--- src/rtl/boot_ctrl_pkg.sv ---
// Shared definitions for the boot-decision controller: FSM state encoding
// (also driven out on ctrl_state for LEDs/debug) and the DFU state codes
// the controller reacts to.
package boot_ctrl_pkg;

  localparam int CTRL_STATE_W = 3;

  typedef enum logic [CTRL_STATE_W-1:0] {
    STARTUP  = 3'd0,
    DFU_HOLD = 3'd1,
    BOOT_REQ = 3'd2,
    BOOTED   = 3'd3
  } ctrl_state_t;

  // DFU core state codes
  localparam logic [7:0] DFU_APP_IDLE = 8'h00;
  localparam logic [7:0] DFU_IDLE     = 8'h02;

endpackage

--- src/rtl/boot_debounce.sv ---
// Boot button qualifier: two-flop synchroniser followed by a stable-count
// debounce. dout only takes the synchronised level after it has differed
// from dout for DEBOUNCE_CYCLES consecutive samples, so a stable pin edge
// reaches dout 2 + DEBOUNCE_CYCLES cycles later.
module boot_debounce #(
  parameter int unsigned DEBOUNCE_CYCLES = 4096
) (
  input  logic clk,
  input  logic reset,
  input  logic din,
  output logic dout
);

  localparam int unsigned CW = (DEBOUNCE_CYCLES > 1) ? $clog2(DEBOUNCE_CYCLES) : 1;
  localparam logic [CW-1:0] LAST = CW'(DEBOUNCE_CYCLES - 1);

  logic          sync_q1;
  logic          sync_q2;
  logic [CW-1:0] stable_cnt;

  // Bring the raw pin into the clock domain.
  always_ff @(posedge clk or negedge reset) begin
    if (!reset) begin
      sync_q1 <= 1'b0;
      sync_q2 <= 1'b0;
    end else begin
      sync_q1 <= din;
      sync_q2 <= sync_q1;
    end
  end

  // Count consecutive samples that disagree with dout; any agreeing sample restarts the run.
  always_ff @(posedge clk or negedge reset) begin
    if (!reset) begin
      stable_cnt <= '0;
      dout       <= 1'b0;
    end else if (sync_q2 == dout) begin
      stable_cnt <= '0;
    end else if (stable_cnt == LAST) begin
      dout       <= sync_q2;
      stable_cnt <= '0;
    end else begin
      stable_cnt <= stable_cnt + CW'(1);
    end
  end

endmodule

--- src/rtl/boot_ctrl.sv ---
// Boot-decision controller between the USB DFU core and the ICAPE2 warm-boot
// sequencer. After the startup delay it either holds in the bootloader
// (button pressed) or requests a warm boot; from the bootloader a DFU detach
// or an idle timeout also requests the boot.
//
// Handshake: boot_req is a registered level raised on entry to BOOT_REQ and
// held until boot_ack is sampled high in that state; the request drops on the
// following edge and the controller parks in BOOTED until reset. boot_ack seen
// in any other state has no effect.
module boot_ctrl
  import boot_ctrl_pkg::*;
#(
  parameter int unsigned STARTUP_CYCLES      = 65535,
  parameter int unsigned DEBOUNCE_CYCLES     = 4096,
  parameter int unsigned IDLE_TIMEOUT_CYCLES = 0,
  parameter int unsigned CNT_W               = 16
) (
  input  logic                    clk,
  input  logic                    reset,
  input  logic                    clk_locked,
  input  logic                    boot_button,
  input  logic [7:0]              dfu_state,
  input  logic                    dfu_detach,
  input  logic                    boot_ack,
  output logic                    boot_req,
  output logic                    user_bootmode,
  output logic [CTRL_STATE_W-1:0] ctrl_state
);

  // The startup counter counts locked cycles up from zero; the decision is
  // taken once STARTUP_CYCLES locked cycles have elapsed (equivalent to a
  // down-counter reaching zero, but it clears to zero on reset like the rest).
  localparam logic [CNT_W-1:0] STARTUP_LAST = CNT_W'(STARTUP_CYCLES);
  localparam bit               TIMEOUT_EN   = (IDLE_TIMEOUT_CYCLES != 0);
  localparam int unsigned      IDLE_LAST_I  = TIMEOUT_EN ? (IDLE_TIMEOUT_CYCLES - 1) : 0;
  localparam logic [CNT_W-1:0] IDLE_LAST    = CNT_W'(IDLE_LAST_I);

  ctrl_state_t      state;
  logic [CNT_W-1:0] startup_cnt;
  logic [CNT_W-1:0] idle_cnt;
  logic             btn_db;
  logic             idle_expired;
  logic             stay_in_dfu;

  boot_debounce #(
    .DEBOUNCE_CYCLES(DEBOUNCE_CYCLES)
  ) u_debounce (
    .clk  (clk),
    .reset(reset),
    .din  (boot_button),
    .dout (btn_db)
  );

  // Timeout fires on the sample that completes the run of dfuIDLE cycles.
  assign idle_expired = TIMEOUT_EN && (dfu_state == DFU_IDLE) && (idle_cnt == IDLE_LAST);
  // A button qualified on the very decision cycle still counts as a request to stay.
  assign stay_in_dfu  = user_bootmode || btn_db;
  assign ctrl_state   = state;

  // Boot-decision FSM with its counters and registered outputs.
  always_ff @(posedge clk or negedge reset) begin
    if (!reset) begin
      state         <= STARTUP;
      boot_req      <= 1'b0;
      user_bootmode <= 1'b0;
      startup_cnt   <= '0;
      idle_cnt      <= '0;
    end else begin
      case (state)
        STARTUP: begin
          if (btn_db) begin
            user_bootmode <= 1'b1;
          end
          if (!clk_locked) begin
            startup_cnt <= '0;
          end else if (startup_cnt == STARTUP_LAST) begin
            if (stay_in_dfu) begin
              state <= DFU_HOLD;
            end else begin
              state    <= BOOT_REQ;
              boot_req <= 1'b1;
            end
          end else begin
            startup_cnt <= startup_cnt + CNT_W'(1);
          end
        end
        DFU_HOLD: begin
          // Detach beats any button activity; the button is not looked at here.
          if (dfu_detach || idle_expired) begin
            user_bootmode <= 1'b0;
            idle_cnt      <= '0;
            state         <= BOOT_REQ;
            boot_req      <= 1'b1;
          end else if (dfu_state == DFU_IDLE) begin
            if (idle_cnt != '1) begin
              idle_cnt <= idle_cnt + CNT_W'(1);
            end
          end else begin
            idle_cnt <= '0;
          end
        end
        BOOT_REQ: begin
          if (boot_ack) begin
            boot_req <= 1'b0;
            state    <= BOOTED;
          end
        end
        BOOTED: begin
          boot_req <= 1'b0;
        end
        default: begin
          state    <= STARTUP;
          boot_req <= 1'b0;
        end
      endcase
    end
  end

endmodule

--- config.mk ---
export PLATFORM = sky130hd
export DESIGN_NAME = boot_ctrl
export DESIGN_NICKNAME = d
export VERILOG_FILES = /design/src/rtl/boot_ctrl_pkg.sv /design/src/rtl/boot_debounce.sv /design/src/rtl/boot_ctrl.sv
export SDC_FILE = /design/constraint.sdc
export NUM_CORES = 1
export LEC_CHECK = 0
export CAP_MARGIN = 30
export CORE_AREA = 4 4 68 70
export DETAILED_ROUTE_END_ITERATION = 16
export DIE_AREA = 0 0 72 74
export GPL_TIMING_DRIVEN = 0
export PLACE_DENSITY = 0.75
export RECOVER_POWER = 25
export SYNTH_ARGS = -nofsm -noshare
export SYNTH_HDL_FRONTEND = slang
export SYNTH_SLANG_ARGS = --single-unit
--- constraint.sdc ---
create_clock -name clk -period 2.1 [get_ports clk]
set_input_delay 0.42 -clock clk [delete_from_list [all_inputs] [get_ports clk]]
set_output_delay 0.42 -clock clk [all_outputs]
set_load 0.02 [all_outputs]
==> results_dict.tcl <==
set metrics [dict create \
    final_antenna_net_count 0 \
    overflow 0 \
    setup-violations-final 0 \
    cp_max_fo 8 \
    io_pins 19 \
    drt-total-wl_um 3860 \
    fin_cells 268 \
    p_int_uw 1180 \
    nFillCells 355 \
    path_class "reg -> reg" \
    finalCriticalPeriod_ns 1.96 \
    dp_hpwl_um 2640 \
    area_delta_synth_final_pct 14.6 \
    grt_pass1_wl_um 6690 \
    final_common_cell "dfrtp_1" \
    ys_ff_latch 35 \
    clock_sinks 35 \
    layout_common_cells "dfrtp_1 (33), nor2_1 (19), nand2_1 (14)" \
    htreeDepth 2 \
    cp-endpoint "startup_cnt[12]$_DFFE_PN0P_" \
    seq_area_frac_synth 0.455 \
    run_status "finished clean" \
    rrSetupSlack_ns 0.14 \
    drtIter0Drc 94 \
    p_leak_uw 0.000946 \
    regArea_um2 878 \
    path_clk_slew_ns 0.08 \
    io_buffers 9 \
    drc_errors 0 \
    die-area_um2 5330 \
    clockBufferDepth 2 \
    finish.net_count 237 \
    async_flop_share 1.00 \
    finalHoldViolCount 0 \
    grt_pass1_vias 1482 \
    hold_slack_ns 0.215 \
    die_height_um 74 \
    reg2reg_depth 6 \
    antenna_found_initial 0 \
    powerDensity_nw_per_um2 815 \
    clkLatencyLatePin_ns 0.29 \
    root_buffer "clkbuf_8" \
    hold_path_class "in -> async" \
    rows 23 \
    dp.cells 259 \
    syn_inst 200 \
    setup_tns_ns 0 \
    antenna_cells 0 \
    grt_max_degree 36 \
    vias 1579 \
    cp.required_ns 2.28 \
    maxCapViolCount 0 \
    total_power_uw 1800 \
    drv_slew 0 \
    place_congestion 0.832 \
    share_seq_of_total_power 0.445 \
    end_kind "flip-flop" \
    rsz0062_at_grt "false" \
    startpoint_type "flip-flop" \
    fin_skew_ns 0.00763 \
    wire_per_inst_um 14.4 \
    postLayoutCellArea_um2 2210 \
    fp.dieW_um 72 \
    worst_pin_slew_ns 0.832 \
    critPathLaunch "startup_cnt[0]$_DFFE_PN0P_" \
    period_share 0.933 \
    firstDrtPassIters 4 \
    r2r-end "startup_cnt[12]$_DFFE_PN0P_" \
    cts_buffers 5 \
    syn-cell-area_um2 1930 \
    pwr-share-comb 0.287 \
    power_switching_uw 618 \
    max_freq_mhz 511 \
    coreArea_um2 3970 \
    track_usage 0.159 \
    avgSynthCellArea_um2 9.63 \
    rr_startpoint "startup_cnt[0]$_DFFE_PN0P_" \
    max_slew_margin 0.445 \
    multi_input_area_um2 1010 \
    cts_tree "yes" \
    arrival_ns 2.14 \
    synth_nets 220 \
    avgViaCountPerCell 5.89 \
    synthFlopType "dfrtp_1" \
    start_util 0.485 \
    drive_above_1_share 0.119 \
    place_area_um2 2070 \
    synth-edff-count 0 \
    ir_worst_vdd_v 0.000795 \
    clkPwrFrac 0.268 \
    switching_share 0.343 \
    synth_cell_types 48 \
    yosys_warnings 0 \
]
==> registers in the layout, indices dropped and copies added (netlist names) <==
signal / cells
u_debounce.sync_q2: 1
boot_req: 1
u_debounce.stable_cnt: 12
startup_cnt: 16
user_bootmode: 1
ctrl_state: 2
u_debounce.dout: 1
u_debounce.sync_q1: 1
==> worst min-delay path by stage <==
stage / slack [ns] / start / cells after the start / to
after detailed placement: 0.34 / u_debounce.sync_q1$_DFF_PN0_ / 0 / u_debounce.sync_q2$_DFF_PN0_
final: 0.22 / reset / 1 / u_debounce.sync_q2$_DFF_PN0_
after CTS: 0.22 / reset / 1 / u_debounce.stable_cnt[3]$_DFF_PN0_
after floorplan: 0.12 / reset / 0 / boot_req$_DFFE_PN0P_
after global routing: 0.30 / reset / 1 / u_debounce.stable_cnt[7]$_DFF_PN0_
after global placement: 0.33 / u_debounce.sync_q1$_DFF_PN0_ / 0 / u_debounce.sync_q2$_DFF_PN0_
==> per-layer routing <==
layer | routed length (um) | track usage | up-vias
met3 | 151 | 0.0324 | 7
met5 | 0 | 0 | -
met4 | 55 | 0.0668 | 0
met1 | 1820 | 0.212 | 762
li1 | - | - | 779
met2 | 1830 | 0.255 | 31
==> power groups by stage <==
stage	clock [uW]	combinational, uW	sequential, uW
final	482	516	801
after global routing	521	590	812
after CTS	500	513	800
after detailed placement	0	502	806
after global placement	0	500	805
after floorplan	0	315	829
==> critical path, cell delays in order (launching register included) <==
cell,delay [ns]
dfrtp_2,0.41
ha_4,0.16
nand4_1,0.12
or4_1,0.51
buf_2,0.19
a211o_1,0.29
a21o_1,0.17
==> cell families (layout without fill, tap and decap cells) <==
family / after synthesis / after routing / synth area share
AOI/OAI and AO/OA: 50 / 50 / 0.192
DFF: 35 / 35 / 0.455
and+or+nand+nor: 77 / 77 / 0.216
adders and majority gates: 6 / 6 / 0.0390
muxes: 1 / 1 / 0.00585
xor gates and xnor gates: 11 / 11 / 0.0500
buffers and inverters: 19 / 37 / 0.0396
other: 1 / 1 / 0.00195
==> synthesized netlist by cell type, drive strengths merged (2+ instances only) <==
cell / instances / share of area
dfrtp: 35 / 0.45
nor2: 20 / 0.039
nand2: 14 / 0.027
inv: 11 / 0.021
nand4: 11 / 0.044
o31ai: 11 / 0.043
o21ai: 9 / 0.025
xnor2: 7 / 0.032
and3: 6 / 0.019
clkbuf: 6 / 0.012
ha: 6 / 0.039
nand3: 6 / 0.016
nor4: 5 / 0.019
a21oi: 4 / 0.010
nor3: 4 / 0.010
o211ai: 4 / 0.016
or4: 4 / 0.018
xor2: 4 / 0.018
a211o: 2 / 0.0091
a211oi: 2 / 0.0078
a21o: 2 / 0.0078
a2bb2oi: 2 / 0.0091
a31o: 2 / 0.0091
and2: 2 / 0.0065
buf: 2 / 0.0065
o41ai: 2 / 0.0091
or3: 2 / 0.0065
==> stage by stage <==
stage	setup WS [ns]	util
after global placement	-0.327	0.523
after detailed placement	-0.324	0.522
after CTS	0.0276	0.549
after floorplan	0.181	-
final	0.142	0.555
after global routing	0.0150	0.555
==> repair_timing <==
action,in CTS,in global routing
resized for setup,4,7
buffers inserted,0,1
hold buffers,0,0
endpoints found under the hold margin,0,0
gates cloned,0,0
pin swaps,1,1
setup endpoints to repair,10,13
==> layout make-up <==
type                            instances  area share
Timing Repair Buffer                   10      0.0420
Buffer                                  8      0.0170
Multi-Input combinational cell        146       0.457
Tap cell                               50      0.0284
Clock buffer                            6      0.0329
Sequential cell                        35       0.398
Clock inverter                          2     0.00567
Inverter                               11      0.0187
(Power assumes the default switching activity.)
